File: config.mk
export PLATFORM = sky130hd
export DESIGN_NAME = sparc_mem_ctrl_flat
export DESIGN_NICKNAME = d
export VERILOG_FILES = /design/src/rtl/sparc_mem_if.sv /design/src/rtl/sparc_mem_ctrl.sv /design/src/flat_wrapper.sv
export SDC_FILE = /design/constraint.sdc
export NUM_CORES = 1
export LEC_CHECK = 0
export CORE_UTILIZATION = 55
export CTS_CLUSTER_DIAMETER = 50
export DETAILED_ROUTE_END_ITERATION = 8
export PLACE_DENSITY = 0.92
export SETUP_SLACK_MARGIN = 0.3
export SYNTH_ARGS = -nofsm -noshare
export SYNTH_HDL_FRONTEND = slang
export SYNTH_SLANG_ARGS = --single-unit
File: constraint.sdc
create_clock -name clk -period 8.01 [get_ports clk]
set_clock_uncertainty 0.1 [all_clocks]
set_input_delay 0.801 -clock clk [delete_from_list [all_inputs] [get_ports clk]]
set_output_delay 0.801 -clock clk [all_outputs]
set_load 0.05 [all_outputs]
File: src/rtl/sparc_mem_if.sv
// Request/response and byte-RAM signals of the SPARC memory sequencer.
// master: control unit plus RAM model; slave: the sequencer itself.
interface sparc_mem_if #(
  parameter int ADDR_W = 9
);
  logic              mfa;
  logic              rw;
  logic [1:0]        size;
  logic              sign_ext;
  logic [ADDR_W-1:0] addr;
  logic [31:0]       wdata;
  logic [31:0]       rdata;
  logic              mfc;
  logic              align_trap;
  logic              busy;
  logic              ram_en;
  logic              ram_we;
  logic [ADDR_W-1:0] ram_addr;
  logic [7:0]        ram_wdata;
  logic [7:0]        ram_rdata;

  modport master (
    output mfa, rw, size, sign_ext, addr, wdata, ram_rdata,
    input  rdata, mfc, align_trap, busy, ram_en, ram_we, ram_addr, ram_wdata
  );

  modport slave (
    input  mfa, rw, size, sign_ext, addr, wdata, ram_rdata,
    output rdata, mfc, align_trap, busy, ram_en, ram_we, ram_addr, ram_wdata
  );
endinterface

File: src/rtl/sparc_mem_ctrl.sv
// Load/store sequencer: splits aligned byte/half/word requests into big-endian
// byte slots on a byte-wide RAM, with WAIT_CYCLES extra cycles per slot.
module sparc_mem_ctrl #(
  parameter int ADDR_W      = 9,
  parameter int WAIT_CYCLES = 1
) (
  input logic       clk,
  input logic       reset,
  sparc_mem_if.slave bus
);

  typedef enum logic [2:0] {IDLE, ACCESS, DONE, TRAP, RELEASE} state_t;

  localparam logic [3:0] WAIT_LAST = 4'(WAIT_CYCLES);

  state_t          state;
  logic            l_rw;
  logic            l_sext;
  logic [1:0]      l_size;
  logic [31:0]     l_wdata;
  logic [1:0]      idx;
  logic [1:0]      last_idx;
  logic [3:0]      wc;
  logic [3:0][7:0] bytes_q;

  logic [3:0][7:0] lb;
  logic            ext;
  logic [31:0]     ld_word;
  logic            misaligned;

  // Byte j of a store, most significant byte of the operand first.
  function automatic logic [7:0] store_byte(input logic [31:0] wd, input logic [1:0] sz,
                                            input logic [1:0] j);
    case (sz)
      2'b10: begin
        case (j)
          2'd0:    return wd[31:24];
          2'd1:    return wd[23:16];
          2'd2:    return wd[15:8];
          default: return wd[7:0];
        endcase
      end
      2'b01:   return j[0] ? wd[7:0] : wd[15:8];
      default: return wd[7:0];
    endcase
  endfunction

  assign misaligned = (bus.size == 2'b11) ||
                      (bus.size == 2'b01 && bus.addr[0]) ||
                      (bus.size == 2'b10 && bus.addr[1:0] != 2'b00);

  // Final load word, folding in the byte arriving on the current edge.
  // NOTE: every always_comb output gets a value on every path so no latch is inferred.
  always_comb begin
    lb      = bytes_q;
    lb[idx] = bus.ram_rdata;
    ext     = l_sext & lb[0][7];
    case (l_size)
      2'b10:   ld_word = {lb[0], lb[1], lb[2], lb[3]};
      2'b01:   ld_word = {{16{ext}}, lb[0], lb[1]};
      default: ld_word = {{24{ext}}, lb[0]};
    endcase
  end

  // NOTE: sequential state uses non-blocking assignments only, so every read sees pre-edge values.
  always_ff @(posedge clk or posedge reset) begin
    if (reset) begin
      state          <= IDLE;
      l_rw           <= 1'b0;
      l_sext         <= 1'b0;
      l_size         <= 2'b00;
      l_wdata        <= '0;
      idx            <= '0;
      last_idx       <= '0;
      wc             <= '0;
      // NOTE: the 4-byte capture buffer is small enough to reset along with everything else.
      bytes_q        <= '0;
      bus.rdata      <= '0;
      bus.mfc        <= 1'b0;
      bus.align_trap <= 1'b0;
      bus.busy       <= 1'b0;
      bus.ram_en     <= 1'b0;
      bus.ram_we     <= 1'b0;
      bus.ram_addr   <= '0;
      bus.ram_wdata  <= '0;
    end else begin
      bus.mfc        <= 1'b0;
      bus.align_trap <= 1'b0;
      case (state)
        IDLE: begin
          if (bus.mfa) begin
            l_rw     <= bus.rw;
            l_sext   <= bus.sign_ext;
            l_size   <= bus.size;
            l_wdata  <= bus.wdata;
            bus.busy <= 1'b1;
            if (misaligned) begin
              state          <= TRAP;
              bus.align_trap <= 1'b1;
            end else begin
              state         <= ACCESS;
              idx           <= '0;
              wc            <= '0;
              last_idx      <= (bus.size == 2'b10) ? 2'd3 : {1'b0, bus.size[0]};
              bus.ram_en    <= 1'b1;
              bus.ram_we    <= ~bus.rw;
              bus.ram_addr  <= bus.addr;
              bus.ram_wdata <= store_byte(bus.wdata, bus.size, 2'd0);
            end
          end
        end
        ACCESS: begin
          if (wc == WAIT_LAST) begin
            if (l_rw) bytes_q[idx] <= bus.ram_rdata;
            if (idx == last_idx) begin
              state      <= DONE;
              bus.ram_en <= 1'b0;
              bus.ram_we <= 1'b0;
              bus.mfc    <= 1'b1;
              if (l_rw) bus.rdata <= ld_word;
            end else begin
              idx           <= idx + 2'd1;
              wc            <= '0;
              bus.ram_addr  <= bus.ram_addr + ADDR_W'(1);
              bus.ram_wdata <= store_byte(l_wdata, l_size, idx + 2'd1);
            end
          end else begin
            wc <= wc + 4'd1;
          end
        end
        DONE:    state <= RELEASE;
        TRAP:    state <= RELEASE;
        RELEASE: begin
          // Wait for the request to drop so a held mfa cannot retrigger.
          if (!bus.mfa) begin
            state    <= IDLE;
            bus.busy <= 1'b0;
          end
        end
        default: begin
          state    <= IDLE;
          bus.busy <= 1'b0;
        end
      endcase
    end
  end

endmodule

File: src/flat_wrapper.sv
// flat-port wrapper written by rule: the top's interface ports become plain ports
module sparc_mem_ctrl_flat 
#(
  parameter int ADDR_W      = 9,
  parameter int WAIT_CYCLES = 1
)
  (clk, reset, bus_mfa, bus_rw, bus_size, bus_sign_ext, bus_addr, bus_wdata, bus_ram_rdata, bus_rdata, bus_mfc, bus_align_trap, bus_busy, bus_ram_en, bus_ram_we, bus_ram_addr, bus_ram_wdata);
  sparc_mem_if #(.ADDR_W(ADDR_W)) bus_i ();
  input logic clk;
  input logic reset;
  input wire logic [$bits(bus_i.mfa)-1:0] bus_mfa;
  input wire logic [$bits(bus_i.rw)-1:0] bus_rw;
  input wire logic [$bits(bus_i.size)-1:0] bus_size;
  input wire logic [$bits(bus_i.sign_ext)-1:0] bus_sign_ext;
  input wire logic [$bits(bus_i.addr)-1:0] bus_addr;
  input wire logic [$bits(bus_i.wdata)-1:0] bus_wdata;
  input wire logic [$bits(bus_i.ram_rdata)-1:0] bus_ram_rdata;
  output wire logic [$bits(bus_i.rdata)-1:0] bus_rdata;
  output wire logic [$bits(bus_i.mfc)-1:0] bus_mfc;
  output wire logic [$bits(bus_i.align_trap)-1:0] bus_align_trap;
  output wire logic [$bits(bus_i.busy)-1:0] bus_busy;
  output wire logic [$bits(bus_i.ram_en)-1:0] bus_ram_en;
  output wire logic [$bits(bus_i.ram_we)-1:0] bus_ram_we;
  output wire logic [$bits(bus_i.ram_addr)-1:0] bus_ram_addr;
  output wire logic [$bits(bus_i.ram_wdata)-1:0] bus_ram_wdata;
  assign bus_i.mfa = bus_mfa;
  assign bus_i.rw = bus_rw;
  assign bus_i.size = bus_size;
  assign bus_i.sign_ext = bus_sign_ext;
  assign bus_i.addr = bus_addr;
  assign bus_i.wdata = bus_wdata;
  assign bus_i.ram_rdata = bus_ram_rdata;
  assign bus_rdata = bus_i.rdata;
  assign bus_mfc = bus_i.mfc;
  assign bus_align_trap = bus_i.align_trap;
  assign bus_busy = bus_i.busy;
  assign bus_ram_en = bus_i.ram_en;
  assign bus_ram_we = bus_i.ram_we;
  assign bus_ram_addr = bus_i.ram_addr;
  assign bus_ram_wdata = bus_i.ram_wdata;
  sparc_mem_ctrl #(.ADDR_W(ADDR_W), .WAIT_CYCLES(WAIT_CYCLES)) u_core (.clk(clk), .reset(reset), .bus(bus_i));
endmodule
Yosys cells after proc, flatten, opt, wreduce, memory -nomap -nowiden
Cells that the tools add are included.

operators by class
  bitwise gates (word level) = 4
  reduce and logical (&&, ||, !) cells = 20
  muxes and demuxes = 52
  divide/modulo/power cells = 0
  eq/ne operators = 20
  $mul = 0
  shift operators = 0
  $add $sub $neg = 3
  $lt $le $gt $ge = 2

operator list
  cell                                                 number
  one-hot mux 32 bit (2 select lines)                  1
  2-to-1 mux 8 bit                                     6
  one-hot mux 8 bit (2 select lines)                   3
  2-to-1 mux 9 bit                                     4
  bitwise mux 32 bit                                   1
  one-hot mux 8 bit (3 select lines)                   1
  one-hot mux 9 bit (2 select lines)                   1
  demux 8 bit (select 2 bit)                           1
  2-to-1 mux 4 bit                                     4
  2-to-1 mux 1 bit                                     14
  2-to-1 mux 2 bit                                     6
  2-to-1 mux 3 bit                                     4
  one-hot mux 3 bit (4 select lines)                   1
  AND reduction 4 bit                                  3
  AND reduction 5 bit                                  2
  adder 9 x 1 -> 9 bit, second input constant          1
  AND reduction 3 bit                                  3
  equality test 2 bit, second input constant           4
  inequality test 2 bit, second input constant         4
  one-hot mux 4 bit (2 select lines)                   1
  equality test 2 x 1 -> 1 bit, second input constant  3
  equality test 3 x 2 -> 1 bit, second input constant  2
  adder 4 x 1 -> 4 bit, second input constant          1
  equality test 4 x 1 -> 1 bit, second input constant  1
  21 further kinds                                     29

storage, ports and cells
  output and inout port bits = 54
  bits in latches = 0
  register bits after elaboration = 133
  memories kept = 0
  input bits = 56
  bits in writable memories = 0
  memory bits (read-only) = 0

Logic depth before layout (Yosys ltp)
  depth in word-level cells = 7
  depth in mapped cells = 9

Least setup slack after synthesis
No wires, ideal clock.

  path type = in2reg
  from = in bus_size[0]
  to = reg u_core.bus.ram_addr[7]
  slack = 5.576 ns
  stages = 8
  setup time = 0.121 ns
  arrival = 2.213 ns
  path buffers = 2
  path through = inv_1 ha_1 clkbuf_1 nor2_1 o211ai_1 clkbuf_1 a2bb2oi_1 o22a_1

on the way
  word-level cells in the longest chain between the ends = 6
  elaborated cells on any way between the ends = 9

RTL lines
  item                                 RTL line               RTL
  from (decl)                          flat_wrapper.sv:13     input wire logic [$bits(bus_i.size)-1:0] bus_size;
  equality test 2 x 1 -> 1 bit         sparc_mem_ctrl.sv:49   (bus.size == 2'b01 && bus.addr[0]) ||
  logical AND 1 bit                    sparc_mem_ctrl.sv:49
  logical OR 1 bit                     sparc_mem_ctrl.sv:48   assign misaligned = (bus.size == 2'b11) ||
  logical OR 1 bit (*)                 sparc_mem_ctrl.sv:49
  inequality test 2 bit (no line) (*)  -
  AND reduction 5 bit (no line) (*)    -
  to (signal assigned)                 sparc_mem_ctrl.sv:107  bus.ram_addr <= bus.addr;
  to (signal assigned)                 sparc_mem_ctrl.sv:124  bus.ram_addr <= bus.ram_addr + ADDR_W'(1);
  to (decl)                            sparc_mem_if.sv:29     output rdata, mfc, align_trap, busy, ram_en, ram_we, ram_addr, ram_wdata

Mark *: on every way between the ends. The rest lies on a longest branch, timed or not.
A chain may end at the register's enable or synchronous reset.

Worst setup path in the final report
  from = reg u_core.state[1]
  to = reg u_core.bus.rdata[6]

on the way
  word-level cells in the longest chain between the ends = 2

RTL lines
  item                           RTL line               RTL
  from (decl)                    sparc_mem_ctrl.sv:16   state_t state;
  from (signal assigned)         sparc_mem_ctrl.sv:68   state <= IDLE;
  from (signal assigned)         sparc_mem_ctrl.sv:98   state <= TRAP;
  from (signal assigned)         sparc_mem_ctrl.sv:101  state <= ACCESS;
  equality test 3 x 1 -> 1 bit   sparc_mem_ctrl.sv:89   case (state)
  AND reduction 4 bit (no line)  -
  to (signal assigned)           sparc_mem_ctrl.sv:120  if (l_rw) bus.rdata <= ld_word;
  to (decl)                      sparc_mem_if.sv:29

Every way passes these cells.

==> key figures <==
STA
  – Tightest Pin Transition: 1.191 ns
  – Slew HR: 20.62%
  – Setup TNS: 0 ns
  – Finish-stage setup viols: 0
  – RSZ-0062 raised after global routing: no
  – Max Clk Rate: 0.2789 GHz
  – Slew Limit Fails: 0
  – Tmin final: 3.586 ns
  – Fin. Hold Viols: 0
  – Final period utilization: 44.76%

Global route
  – Total global-route track usage: 30.67%
  – First-pass GRT wire length: 30,920 um
  – Antenna violations before repair: 0
  – Largest net degree at the start of global routing: 71
  – Vias in the first global route: 6,026
  – Total gr overflow: 0

CTS
  – TritonCTS clock tree: done
  – CTS Root Cell: clkbuf_16
  – Reg clk slew, reported paths: 0.05 ns
  – Number of buffers created by CTS: 17
  – Latest clock arrival within the worst-skew pair: 0.42 ns
  – CTS Hold Buffers Added: 0
  – PostCTS Resize Cnt: 0
  – Clk sink count: 133
  – Clk buf depth: 2
  – H-tree levels: 4
  – Setup Buffers After CTS: 0

Pwr
  – Pwr/cell area: 454.1 nW/um2
  – Peak supply drop: 0.0002100 V
  – Leakage power: 3.694 nW

Drt
  – Drt total wl: 19,010 um
  – Pre-antenna DRT Iters: 6
  – Residual DRC: 0
  – Vias per inst: 6.521
  – Via count: 5,830
  – WL/cell: 21.26 um
  – DRT iter0 DRCs: 702
  – ANT nets after route: 0

Floorplan
  – Die Ht: 114.2 um
  – Initial Util: 56.89%
  – Chip Width: 114.2 um
  – IO Pins: 110
  – Core ar.: 12,160 um2
  – Full die area: 13,030 um2
  – Num rows: 40

Job
  – Maxcap violations: 0

Yosys
  – Post-Syn Instances: 633
  – Synth cell types: 50
  – Main synth FF type: dfrtp_1
  – EDFF count, synth: 0
  – Post-synthesis sequential area ratio: 48.10%
  – FF+latch count, synth: 133
  – Synthesized area per cell: 10.93 um2
  – Asr flop ratio synth: 100.0%
  – YS warnings: 0
  – Mapped Area: 6919 um2
  – Syn Nets: 704

Cells and area
  – Layout Cells excl Fill: 894
  – Most frequent cells in the layout: dfrtp_1, clkdlybuf4s50_1, mux2_2
  – Commonest non-fill, non-tap cell in the layout: dfrtp_1
  – Fraction of layout cells with a size suffix above 1: 19.42%
  – Filler cells: 798
  – Multi-input logic area: 3301 um2
  – FF/Latch Area: 3328 um2
  – Layout Nets: 786
  – ANT cells: 0
  – Layout area overhead: 25.23%

Worst setup path
  – Buffer and inverter count on the worst path: 1
  – Critical path class: reg -> reg
  – Worst Path Required: 8.21 ns
  – Worst setup EP type: flip-flop
  – Crit start category: flip-flop
  – Crit path max fanout: 32
  – Crit-path slowest cell: nor3b_2
  – CP max stage delay: 0.92 ns
  – Arr. time, crit path: 3.78 ns
  – Cell-by-cell trace of the critical path: nor3b_2 -> and3_1 -> nor3b_4 -> buf_4 -> mux2_2
  – Family with the most delay on the worst path: simple AND/OR/NAND/NOR gates

Placed design
  – Post-Place Cells: 864
  – Gpl congestion: 0.8862
  – PortBufs: 109
  – HPWL after DPL: 11,810 um

Run status
  – Outcome: finished clean

Hold path
  – HP Class: reg -> reg
==> path summary, 6_finish.rpt <==
path	cells past startpoint	end	slack, ns	start
max	5	u_core.bus.rdata[6]	4.42	u_core.state[1]
min	1	u_core.bytes_q[26]	0.40	u_core.bytes_q[26]
max reg2reg	5	u_core.bus.rdata[6]	4.42	u_core.state[1]
min reg2reg	1	u_core.bytes_q[26]	0.40	u_core.bytes_q[26]
max in group asynchronous	3	u_core.bus.rdata[6]	5.62	reset
min in group asynchronous	2	u_core.l_wdata[19]	0.79	reset
==> per-stage QoR <==
stage | total power [mW] | setup slack (ns) | cell area (um2) | hold WS [ns] | util (%)
final | 3.934 | 4.424 | 8665 | 0.4024 | 71.24
after global routing | 4.108 | 4.174 | 8665 | 0.4159 | 71.24
after CTS | 3.908 | 4.408 | 8665 | 0.4048 | 71.24
after detailed placement | 3.051 | 4.155 | 8053 | 0.3905 | 66.21
after global placement | 2.966 | 4.376 | 8053 | 0.3708 | 66.21
after floorplan | 2.508 | 3.555 | 6919 | 0.3654 | -
==> synthesized netlist by cell type, types with 11 or more instances <==
master	n	share of area [%]
a22oi_1	25	2.7
nor3_1	13	0.94
o22a_1	26	3.3
nor2_1	17	0.92
dfrtp_1	133	48
mux2_2	100	16
buf_2	17	1.2
ha_1	15	2.7
inv_1	22	1.2
a31oi_1	11	0.99
clkbuf_1	27	1.5
o211ai_1	11	1.2
a21oi_1	29	2.1
o21ai_0	33	2.4
nand2_1	60	3.3
nand3_1	12	0.87
==> per-layer routing <==
| metal | global-route usage [%] | part of all wire (%) |
|---|---|---|
| met4 | 16.80 | 5.0 |
| met5 | 0 | 0 |
| met2 | 49.78 | 49 |
| met3 | 8.047 | 8.1 |
| met1 | 37.44 | 38 |
==> logic make-up after synthesis <==
group / Yosys count / synth area share (%)
AOI/OAI and AO/OA: 181 / 18.46
DFF: 133 / 48.10
and+or+nand+nor: 119 / 8.246
muxes: 109 / 17.69
buffers and inverters: 73 / 4.394
adders and majority gates: 16 / 2.857
xor gates and xnor gates: 2 / 0.2532
==> flip-flops by register name, indices dropped and copies added (netlist names) <==
signal,cells
u_core.wc,4
u_core.bus.mfc,1
u_core.l_rw,1
u_core.bus.ram_addr,9
u_core.l_sext,1
u_core.last_idx,2
u_core.bus.ram_en,1
u_core.bus.rdata,32
u_core.l_size,2
u_core.bus.align_trap,1
u_core.l_wdata,32
u_core.bus.ram_wdata,8
u_core.idx,2
u_core.bus.ram_we,1
u_core.bytes_q,32
u_core.bus.busy,1
u_core.state,3
==> power by group <==
part           internal [mW]  switching, mW
clock network          0.531          0.289
logic                  0.759           1.16
registers              0.963          0.233
total                   2.25           1.68
==> cell type report <==
type / instances / share of cell area, %
Clock buffer: 20 / 5.271
Clock inverter: 10 / 1.791
Inverter: 22 / 0.9819
Multi-Input combinational cell: 427 / 38.09
Sequential cell: 133 / 38.41
Tap cell: 168 / 2.426
Timing Repair Buffer: 114 / 13.03
Note: power is estimated with default switching activity, not from simulation.
